`config.mk`:
```
export PLATFORM = sky130hd
export DESIGN_NAME = mips_bus_arbiter
export DESIGN_NICKNAME = d
export VERILOG_FILES = /design/src/rtl/mips_bus_pkg.sv /design/src/rtl/mips_bus_arb_pick.sv /design/src/rtl/mips_bus_arbiter.sv
export SDC_FILE = /design/constraint.sdc
export NUM_CORES = 1
export LEC_CHECK = 0
export ABC_AREA = 0
export ABC_CLOCK_PERIOD_IN_PS = 2100
export BUFFER_PORTS_ARGS = -buffer_cell sky130_fd_sc_hd__buf_4
export CAP_MARGIN = 15
export CORE_AREA = 2 2 120 122
export CTS_BUF_LIST = sky130_fd_sc_hd__clkbuf_8
export DETAILED_ROUTE_END_ITERATION = 10
export DIE_AREA = 0 0 122 124
export PLACE_DENSITY = 0.49
export SLEW_MARGIN = 20
export SYNTH_ARGS = -nofsm -noshare
export SYNTH_HDL_FRONTEND = slang
export SYNTH_HIERARCHICAL = 1
export SYNTH_SLANG_ARGS = --single-unit
```
`constraint.sdc`:
```
create_clock -name clk -period 2.1 [get_ports clk]
set_input_delay 0.105 -clock clk [delete_from_list [all_inputs] [get_ports clk]]
set_output_delay 0.105 -clock clk [all_outputs]
set_load 0.02 [all_outputs]
```
`src/rtl/mips_bus_pkg.sv`:
```
// Shared types and constants for the MIPS two-master bus arbiter.
package mips_bus_pkg;

    typedef enum logic [1:0] {
        IDLE = 2'd0,
        GNT0 = 2'd1,
        GNT1 = 2'd2
    } arb_state_t;

    localparam logic [1:0] GNT_NONE = 2'b00;
    localparam logic [1:0] GNT_M0   = 2'b01;
    localparam logic [1:0] GNT_M1   = 2'b10;

    localparam int MIPS_AW = 32;
    localparam int MIPS_DW = 32;

    localparam logic [31:0] RESET_VECTOR = 32'hBFC00000;

endpackage

```
`src/rtl/mips_bus_arb_pick.sv`:
```
// Combinational owner selector; tie rule is round-robin when ARB_ROUND_ROBIN_EN
// is defined, otherwise fixed priority with master 1 (data) winning.
module mips_bus_arb_pick
    import mips_bus_pkg::*;
(
    input  logic [1:0] req,
    input  logic       last_served,
    output arb_state_t next_state
);

`ifndef ARB_ROUND_ROBIN_EN
    logic unused_last_served;
    assign unused_last_served = last_served;
`endif

    always_comb begin
        next_state = IDLE;
        case (req)
            2'b01:   next_state = GNT0;
            2'b10:   next_state = GNT1;
`ifdef ARB_ROUND_ROBIN_EN
            // The master that was not served last gets the bus.
            2'b11:   next_state = last_served ? GNT0 : GNT1;
`else
            2'b11:   next_state = GNT1;
`endif
            default: next_state = IDLE;
        endcase
    end

endmodule

```
`src/rtl/mips_bus_arbiter.sv`:
```
// Two-master Avalon-style bus arbiter (m0 = instruction fetch, m1 = data).
// Define ARB_ROUND_ROBIN_EN for round-robin tie breaking; default is m1 priority.
module mips_bus_arbiter
    import mips_bus_pkg::*;
#(
    parameter int AW = MIPS_AW,
    parameter int DW = MIPS_DW
) (
    input  logic            clk,
    input  logic            rst_n,

    input  logic [AW-1:0]   m0_address,
    input  logic            m0_read,
    input  logic            m0_write,
    input  logic [DW/8-1:0] m0_byteenable,
    input  logic [DW-1:0]   m0_writedata,
    output logic [DW-1:0]   m0_readdata,
    output logic            m0_waitrequest,

    input  logic [AW-1:0]   m1_address,
    input  logic            m1_read,
    input  logic            m1_write,
    input  logic [DW/8-1:0] m1_byteenable,
    input  logic [DW-1:0]   m1_writedata,
    output logic [DW-1:0]   m1_readdata,
    output logic            m1_waitrequest,

    output logic [AW-1:0]   s_address,
    output logic            s_read,
    output logic            s_write,
    output logic [DW/8-1:0] s_byteenable,
    output logic [DW-1:0]   s_writedata,
    input  logic [DW-1:0]   s_readdata,
    input  logic            s_waitrequest,

    output logic [1:0]      grant,
    output logic            busy
);

    arb_state_t state;
    arb_state_t pick_state;
    logic       req0, req1;
    logic [1:0] pick_req;
    logic       last_served;
    logic       complete;

    assign req0 = m0_read | m0_write;
    assign req1 = m1_read | m1_write;

    assign complete = ~s_waitrequest &
                      (((state == GNT0) & req0) | ((state == GNT1) & req1));

    // On completion the owner's own strobe is masked so it cannot win again
    // on the same edge; a re-request is picked up from IDLE next cycle.
    always_comb begin
        pick_req = {req1, req0};
        case (state)
            GNT0:    pick_req = {req1, 1'b0};
            GNT1:    pick_req = {1'b0, req0};
            default: pick_req = {req1, req0};
        endcase
    end

    mips_bus_arb_pick u_pick (
        .req         (pick_req),
        .last_served (last_served),
        .next_state  (pick_state)
    );

    always_ff @(posedge clk or negedge rst_n) begin
        if (!rst_n) begin
            state <= IDLE;
        end else begin
            case (state)
                IDLE: state <= pick_state;
                GNT0: begin
                    if (!req0)              state <= IDLE;
                    else if (!s_waitrequest) state <= pick_state;
                end
                GNT1: begin
                    if (!req1)              state <= IDLE;
                    else if (!s_waitrequest) state <= pick_state;
                end
                default: state <= IDLE;
            endcase
        end
    end

`ifdef ARB_ROUND_ROBIN_EN
    always_ff @(posedge clk or negedge rst_n) begin
        if (!rst_n)        last_served <= 1'b0;
        else if (complete) last_served <= (state == GNT1);
    end
`else
    assign last_served = 1'b0;
    logic unused_complete;
    assign unused_complete = complete;
`endif

    always_comb begin
        s_address      = '0;
        s_read         = 1'b0;
        s_write        = 1'b0;
        s_byteenable   = '0;
        s_writedata    = '0;
        m0_readdata    = '0;
        m1_readdata    = '0;
        m0_waitrequest = 1'b1;
        m1_waitrequest = 1'b1;
        grant          = GNT_NONE;
        case (state)
            GNT0: begin
                s_address      = m0_address;
                s_read         = m0_read;
                s_write        = m0_write;
                s_byteenable   = m0_byteenable;
                s_writedata    = m0_writedata;
                m0_readdata    = s_readdata;
                m0_waitrequest = s_waitrequest;
                grant          = GNT_M0;
            end
            GNT1: begin
                s_address      = m1_address;
                s_read         = m1_read;
                s_write        = m1_write;
                s_byteenable   = m1_byteenable;
                s_writedata    = m1_writedata;
                m1_readdata    = s_readdata;
                m1_waitrequest = s_waitrequest;
                grant          = GNT_M1;
            end
            default: ;
        endcase
    end

    assign busy = |grant;

endmodule

```
After elaboration in Yosys (flattened, before gate mapping)
Cells that the tools add are included.

word-level totals
  register bits = 2
  word-level logic and storage cells = 27
  output and inout port bits = 139
  input port bits = 175

cells by class
  bitwise operators = 2
  equal/unequal tests = 5
  muxes and demuxes = 16
  reductions and logical operators = 3

operators by type and width
  operator                                       count
  case mux 32 bit (2 select lines)               2
  2-to-1 mux 32 bit                              2
  case mux 2 bit (2 select lines)                3
  case mux 4 bit (2 select lines)                1
  == test 2 bit, second input constant           3
  2-to-1 mux 2 bit                               3
  case mux 2 bit (3 select lines)                1
  == test 2 x 1 -> 1 bit, second input constant  2
  case mux 1 bit (2 select lines)                2
  OR reduction 2 bit                             2
  zero test 2 bit                                1
  2-to-1 mux 1 bit                               2
  OR 1 bit                                       2

Depth between registers and ports, before layout
  word-level depth = 8
  gate-level depth with buffers = 11
  mapped depth without buffers = 8

Modules after synthesis
Netlist, hierarchy kept.

by module, submodules not included
  module             seq. area each (µm²)  area an instance (µm²)  cells each  times used
  mips_bus_arbiter   50.0                  1,824.2                 264         1
  mips_bus_arb_pick  0.0                   10.0                    2           1

Worst setup path before layout
Ideal clock, no wire load.

  path type = reg-to-reg
  from = reg state[0]
  to = reg state[0]
  required time = 2.027 ns
  cell stages (with the launch flop) = 10
  arrival = 1.815 ns
  setup slack = 0.212 ns
  clock period less this slack = 1.888 ns
  buffers on the path = 2
  cells stage by stage = dfrtp_1 -> inv_1 -> ha_1 -> clkbuf_2 -> clkbuf_1 -> a21oi_1 -> nor2b_1 -> mux2i_1 -> a21o_1 -> a21oi_2

on the way
  word-level cells in the longest chain between the ends = 8
  elaborated cells on any way between the ends = 13
  classes of those cells = eq/ne: 5; mux: 6; reduce/logical: 2

RTL lines
  what                                                     line                                            source
  start: declaration                                       mips_bus_arbiter.sv:40                          arb_state_t state;
  start signal: assignment                                 mips_bus_arbiter.sv:75                          IDLE: state <= pick_state;
  start signal: assignment                                 mips_bus_arbiter.sv:78                          else if (!s_waitrequest) state <= pick_state;
  start signal: assignment                                 mips_bus_arbiter.sv:82                          else if (!s_waitrequest) state <= pick_state;
  == test 2 bit or == test 2 x 1 -> 1 bit (tied branches)  mips_bus_arbiter.sv:57                          case (state)
  case mux 2 bit (2 select lines) *                        mips_bus_arbiter.sv:57
  named net pick_req[1]                                    mips_bus_arbiter.sv:43                          logic [1:0] pick_req;
  == test 2 bit                                            mips_bus_arb_pick.sv:18                         case (req)
  OR reduction 2 bit (no line)                             --
  case mux 2 bit (2 select lines) *                        mips_bus_arb_pick.sv:18
  named net pick_state[0]                                  mips_bus_arbiter.sv:41                          arb_state_t pick_state;
  2-to-1 mux 2 bit                                         mips_bus_arbiter.sv:78, mips_bus_arbiter.sv:82
  2-to-1 mux 2 bit (on tied branches)                      mips_bus_arbiter.sv:81, mips_bus_arbiter.sv:77
  case mux 2 bit (3 select lines) *                        mips_bus_arbiter.sv:74                          case (state)

The timed path passes the listed nets; every way through them passes the cells marked *.

Final worst setup path
  from = reg state[1]
  to = out s_address[22]

on the way
  word-level cells in the longest chain between the ends = 2
  elaborated cells on any way between the ends = 3
  classes of those cells = eq/ne: 2; mux: 1

RTL lines
  what                                                     line                     source
  == test 2 bit or == test 2 x 1 -> 1 bit (tied branches)  mips_bus_arbiter.sv:111  case (state)
  case mux 32 bit (2 select lines) *                       mips_bus_arbiter.sv:111
  end: declaration                                         mips_bus_arbiter.sv:28   output logic [AW-1:0] s_address,

Mark *: on every way between the ends. The rest lies on a longest branch, timed or not.

==> impl_metrics.prom <==
# TYPE chip_impl_metric gauge
chip_impl_metric{name="area_delta_synth_final",unit="%"} 141
chip_impl_metric{name="worst-slew-pin-transition",unit="ns"} 0.345
chip_impl_info{name="timing.critical_path.from",value="state[1]"} 1
chip_impl_metric{name="synth_area_per_cell",unit="µm²"} 6.91
chip_impl_metric{name="dr_total_vias",unit=""} 3054
chip_impl_metric{name="postPlaceCellArea",unit="µm²"} 4360
chip_impl_metric{name="final.min_clock_period",unit="ns"} 1.91
chip_impl_metric{name="clock_tree.buffer_depth",unit=""} 2
chip_impl_metric{name="post-place-cells",unit=""} 734
chip_impl_metric{name="timing.fmax",unit="GHz"} 0.524
chip_impl_info{name="cp-end-kind",value="output port"} 1
chip_impl_metric{name="regToRegSetupSlack",unit="ns"} 0.36
chip_impl_metric{name="io-pin-count",unit=""} 314
chip_impl_metric{name="share_comb_of_total_power",unit="%"} 95.0
chip_impl_info{name="cts_tree",value="yes"} 1
chip_impl_info{name="unrepaired_setup_endpoints_after_global_routing",value="no"} 1
chip_impl_metric{name="worstSkewPairLatency",unit="ns"} 0.22
chip_impl_metric{name="syn_inst",unit=""} 265
chip_impl_metric{name="timing.critical_path.slowest_cell_delay",unit="ns"} 0.41
chip_impl_metric{name="power_leakage",unit="nW"} 2.16
chip_impl_info{name="registers.top_by_ff_count",value="state"} 1
chip_impl_metric{name="largest_net_degree_at_the_start_of_global_routing",unit=""} 53
chip_impl_metric{name="floorplan.initialDensity",unit="%"} 13.3
chip_impl_metric{name="setup_ws",unit="ns"} 0.190
chip_impl_metric{name="route.final.wire_length",unit="µm"} 10500
chip_impl_metric{name="design.core.area",unit="µm²"} 13700
chip_impl_metric{name="number_of_buffers_and_inverters_on_the_critical_path",unit=""} 3
chip_impl_metric{name="netSwitchingPower",unit="mW"} 2.41
chip_impl_metric{name="die_area",unit="µm²"} 15100
chip_impl_metric{name="postSynthNetCount",unit=""} 445
chip_impl_metric{name="worst-r2r-cell-count",unit=""} 8
chip_impl_info{name="outcome",value="complete, no violations"} 1
chip_impl_metric{name="worstPathArrival",unit="ns"} 1.80
chip_impl_metric{name="final_design_area_no_fill",unit="µm²"} 4410
chip_impl_metric{name="path_clk_slew",unit="ns"} 0.03
chip_impl_metric{name="finalNetCount",unit=""} 740
chip_impl_metric{name="power.internal",unit="mW"} 2.22
chip_impl_metric{name="syn-cell-area",unit="µm²"} 1830
chip_impl_metric{name="first_iter_violations",unit=""} 114
chip_impl_metric{name="finalCritPeriodShare",unit="%"} 90.9
chip_impl_metric{name="fin_skew",unit="ns"} 0.00413
chip_impl_metric{name="net_switching_fraction_of_the_power",unit="%"} 52.1
chip_impl_metric{name="flip_flop_count_of_the_largest_register_all_copies_and_words_added",unit=""} 2
chip_impl_metric{name="setup-violations-final",unit=""} 0
chip_impl_metric{name="avgViaCountPerCell",unit=""} 4.14
chip_impl_metric{name="required",unit="ns"} 2.00
chip_impl_metric{name="fp.dieW",unit="µm"} 122
chip_impl_info{name="critical_path.reg2reg.endpoint",value="state[0]"} 1
chip_impl_metric{name="h-tree-depth",unit=""} 1
chip_impl_info{name="path_delay_family",value="buffers and inverters"} 1
chip_impl_metric{name="drv_slew",unit=""} 0
chip_impl_info{name="crit_chain",value="inv_1, ha_4, buf_12, a22oi_1, nor2b_1, buf_4"} 1
chip_impl_metric{name="layout.cells.non_filler",unit=""} 738
chip_impl_metric{name="num_rows",unit=""} 43
chip_impl_metric{name="worst-path-stages",unit=""} 6
chip_impl_metric{name="final_antenna_net_count",unit=""} 0
chip_impl_metric{name="yosys_warnings",unit=""} 6
chip_impl_metric{name="antenna-diode-count",unit=""} 0
chip_impl_metric{name="setup_tns",unit="ns"} 0
chip_impl_metric{name="grt_pass1_wl",unit="µm"} 14700
chip_impl_metric{name="post_route_cells_drive_above_1_share",unit="%"} 60.9
chip_impl_info{name="biggestRegsByFlops",value="state: 2 flops"} 1
chip_impl_metric{name="grtUsageTotal",unit="%"} 12.2
chip_impl_metric{name="numPortBuffers",unit=""} 313
chip_impl_metric{name="vias_in_the_first_global_route",unit=""} 2941
chip_impl_metric{name="max-vdd-ir-drop",unit="mV"} 0.484
chip_impl_info{name="critPathLaunchType",value="flop"} 1
chip_impl_metric{name="clkPwrFrac",unit="%"} 3.4
chip_impl_info{name="crit_slowest_cell",value="sky130_fd_sc_hd__dfrtp_1"} 1
chip_impl_info{name="ctsRootBufferMaster",value="sky130_fd_sc_hd__clkbuf_8"} 1
chip_impl_metric{name="timing.final.hold_violations",unit=""} 0
chip_impl_metric{name="hpwlAfterDp",unit="µm"} 8660
chip_impl_metric{name="detail_route.wl_per_cell",unit="µm"} 14.2
chip_impl_metric{name="die-height",unit="µm"} 124
chip_impl_metric{name="globalRouteOverflowTotal",unit=""} 0
chip_impl_metric{name="overall_power",unit="mW"} 4.64
chip_impl_metric{name="cts_sink_count",unit=""} 2
chip_impl_metric{name="power_per_cell_area",unit="nW/µm²"} 1050
chip_impl_info{name="path_class",value="flop to output port"} 1
chip_impl_metric{name="antenna_found_initial",unit=""} 0
chip_impl_metric{name="total_of_max_cap_violations",unit=""} 0
chip_impl_metric{name="gpl.final_weighted_congestion",unit=""} 0.897
chip_impl_info{name="crit_end",value="s_address[22]"} 1
chip_impl_metric{name="preCtsSetupSlack",unit="ns"} 0.323
chip_impl_metric{name="critical_path.max_fanout",unit=""} 34
chip_impl_metric{name="total_cts_buffers",unit=""} 3
chip_impl_metric{name="pwr-share-seq",unit="%"} 1.7
chip_impl_metric{name="slew_headroom",unit="%"} 77.0
chip_impl_metric{name="drc",unit=""} 0
chip_impl_info{name="worst_r2r_startpoint",value="state[1]"} 1
chip_impl_metric{name="drt_first_pass_iters",unit=""} 4
chip_impl_info{name="holdCritPathClass",value="input pin to async pin"} 1
area by class of cell:
type                    count  area (µm²)
clock buffers               3        41.3
fillers                  1445        9310
inverters                   4        15.0
multi-input cells         227        1610
flip-flops and latches      2        50.0
well taps                 180         225
repair buffers            322        2470
power groups by stage:
stage / Combinational, mW / Clock, mW / Sequential [mW]
detailed placement: 4.45 / 0 / 0.0776
finish: 4.40 / 0.156 / 0.0770
CTS: 4.46 / 0.159 / 0.0772
floorplan: 2.71 / 0 / 0.0701
global route: 4.74 / 0.165 / 0.0799
global placement: 4.41 / 0 / 0.0765
metrics by stage:
| stage | util [%] | hold slack (ns) |
|---|---|---|
| 5_1_grt | 32.1 | 0.286 |
| 3_5_place_dp | 31.7 | -0.109 |
| 4_1_cts | 32.1 | 0.282 |
| 6_report | 32.1 | 0.262 |
| 3_3_place_gp | 31.7 | -0.108 |
| 2_1_floorplan | - | -0.191 |
how the worst min path moves through the flow:
stage,start,end,slack (ns),depth (start not counted)
3_5_place_dp,rst_n,state[0],-0.11,1
4_1_cts,rst_n,state[1],0.28,2
6_report,rst_n,state[1],0.26,2
3_3_place_gp,rst_n,state[0],-0.11,1
5_1_grt,rst_n,state[1],0.29,2
2_1_floorplan,rst_n,state[0],-0.19,0
layout by cell type, fill, tap and decap left out, types with 3 or more instances in the layout:
master,n
sky130_fd_sc_hd__clkbuf_8,3
sky130_fd_sc_hd__buf_12,4
sky130_fd_sc_hd__a22oi_1,60
sky130_fd_sc_hd__nor2b_1,71
sky130_fd_sc_hd__a22oi_2,10
sky130_fd_sc_hd__and2_1,64
sky130_fd_sc_hd__inv_1,3
sky130_fd_sc_hd__buf_4,316
sky130_fd_sc_hd__a21oi_1,3
worst reg2reg max path: stages, from the launching register on:
cell and delay (ns):
sky130_fd_sc_hd__dfrtp_1 0.41, sky130_fd_sc_hd__inv_1 0.13, sky130_fd_sc_hd__ha_4 0.36, sky130_fd_sc_hd__inv_2 0.06
sky130_fd_sc_hd__a21oi_1 0.23, sky130_fd_sc_hd__nor2b_1 0.10, sky130_fd_sc_hd__mux2i_1 0.17, sky130_fd_sc_hd__a21o_1 0.12
sky130_fd_sc_hd__a21oi_2 0.05
routing by layer:
layer  vias to the layer above  share of wire [%]  wire length [µm]  global-route usage [%]
met4                         0                1.4               146                    3.30
met3                        10                9.0               950                    2.34
li1                       1501                  -                 -                       -
met1                      1371                 36              3830                    13.6
met5                         -                  0                 0                       0
met2                       172                 53              5570                    23.4
repair_timing:
item                                    CTS  global route
hold buffers                              1             0
gates resized for setup                   0             1
hold endpoints to repair                  2             0
setup buffers                             0             0
endpoints found under the setup margin    0             1
(Power assumes the default switching activity.)
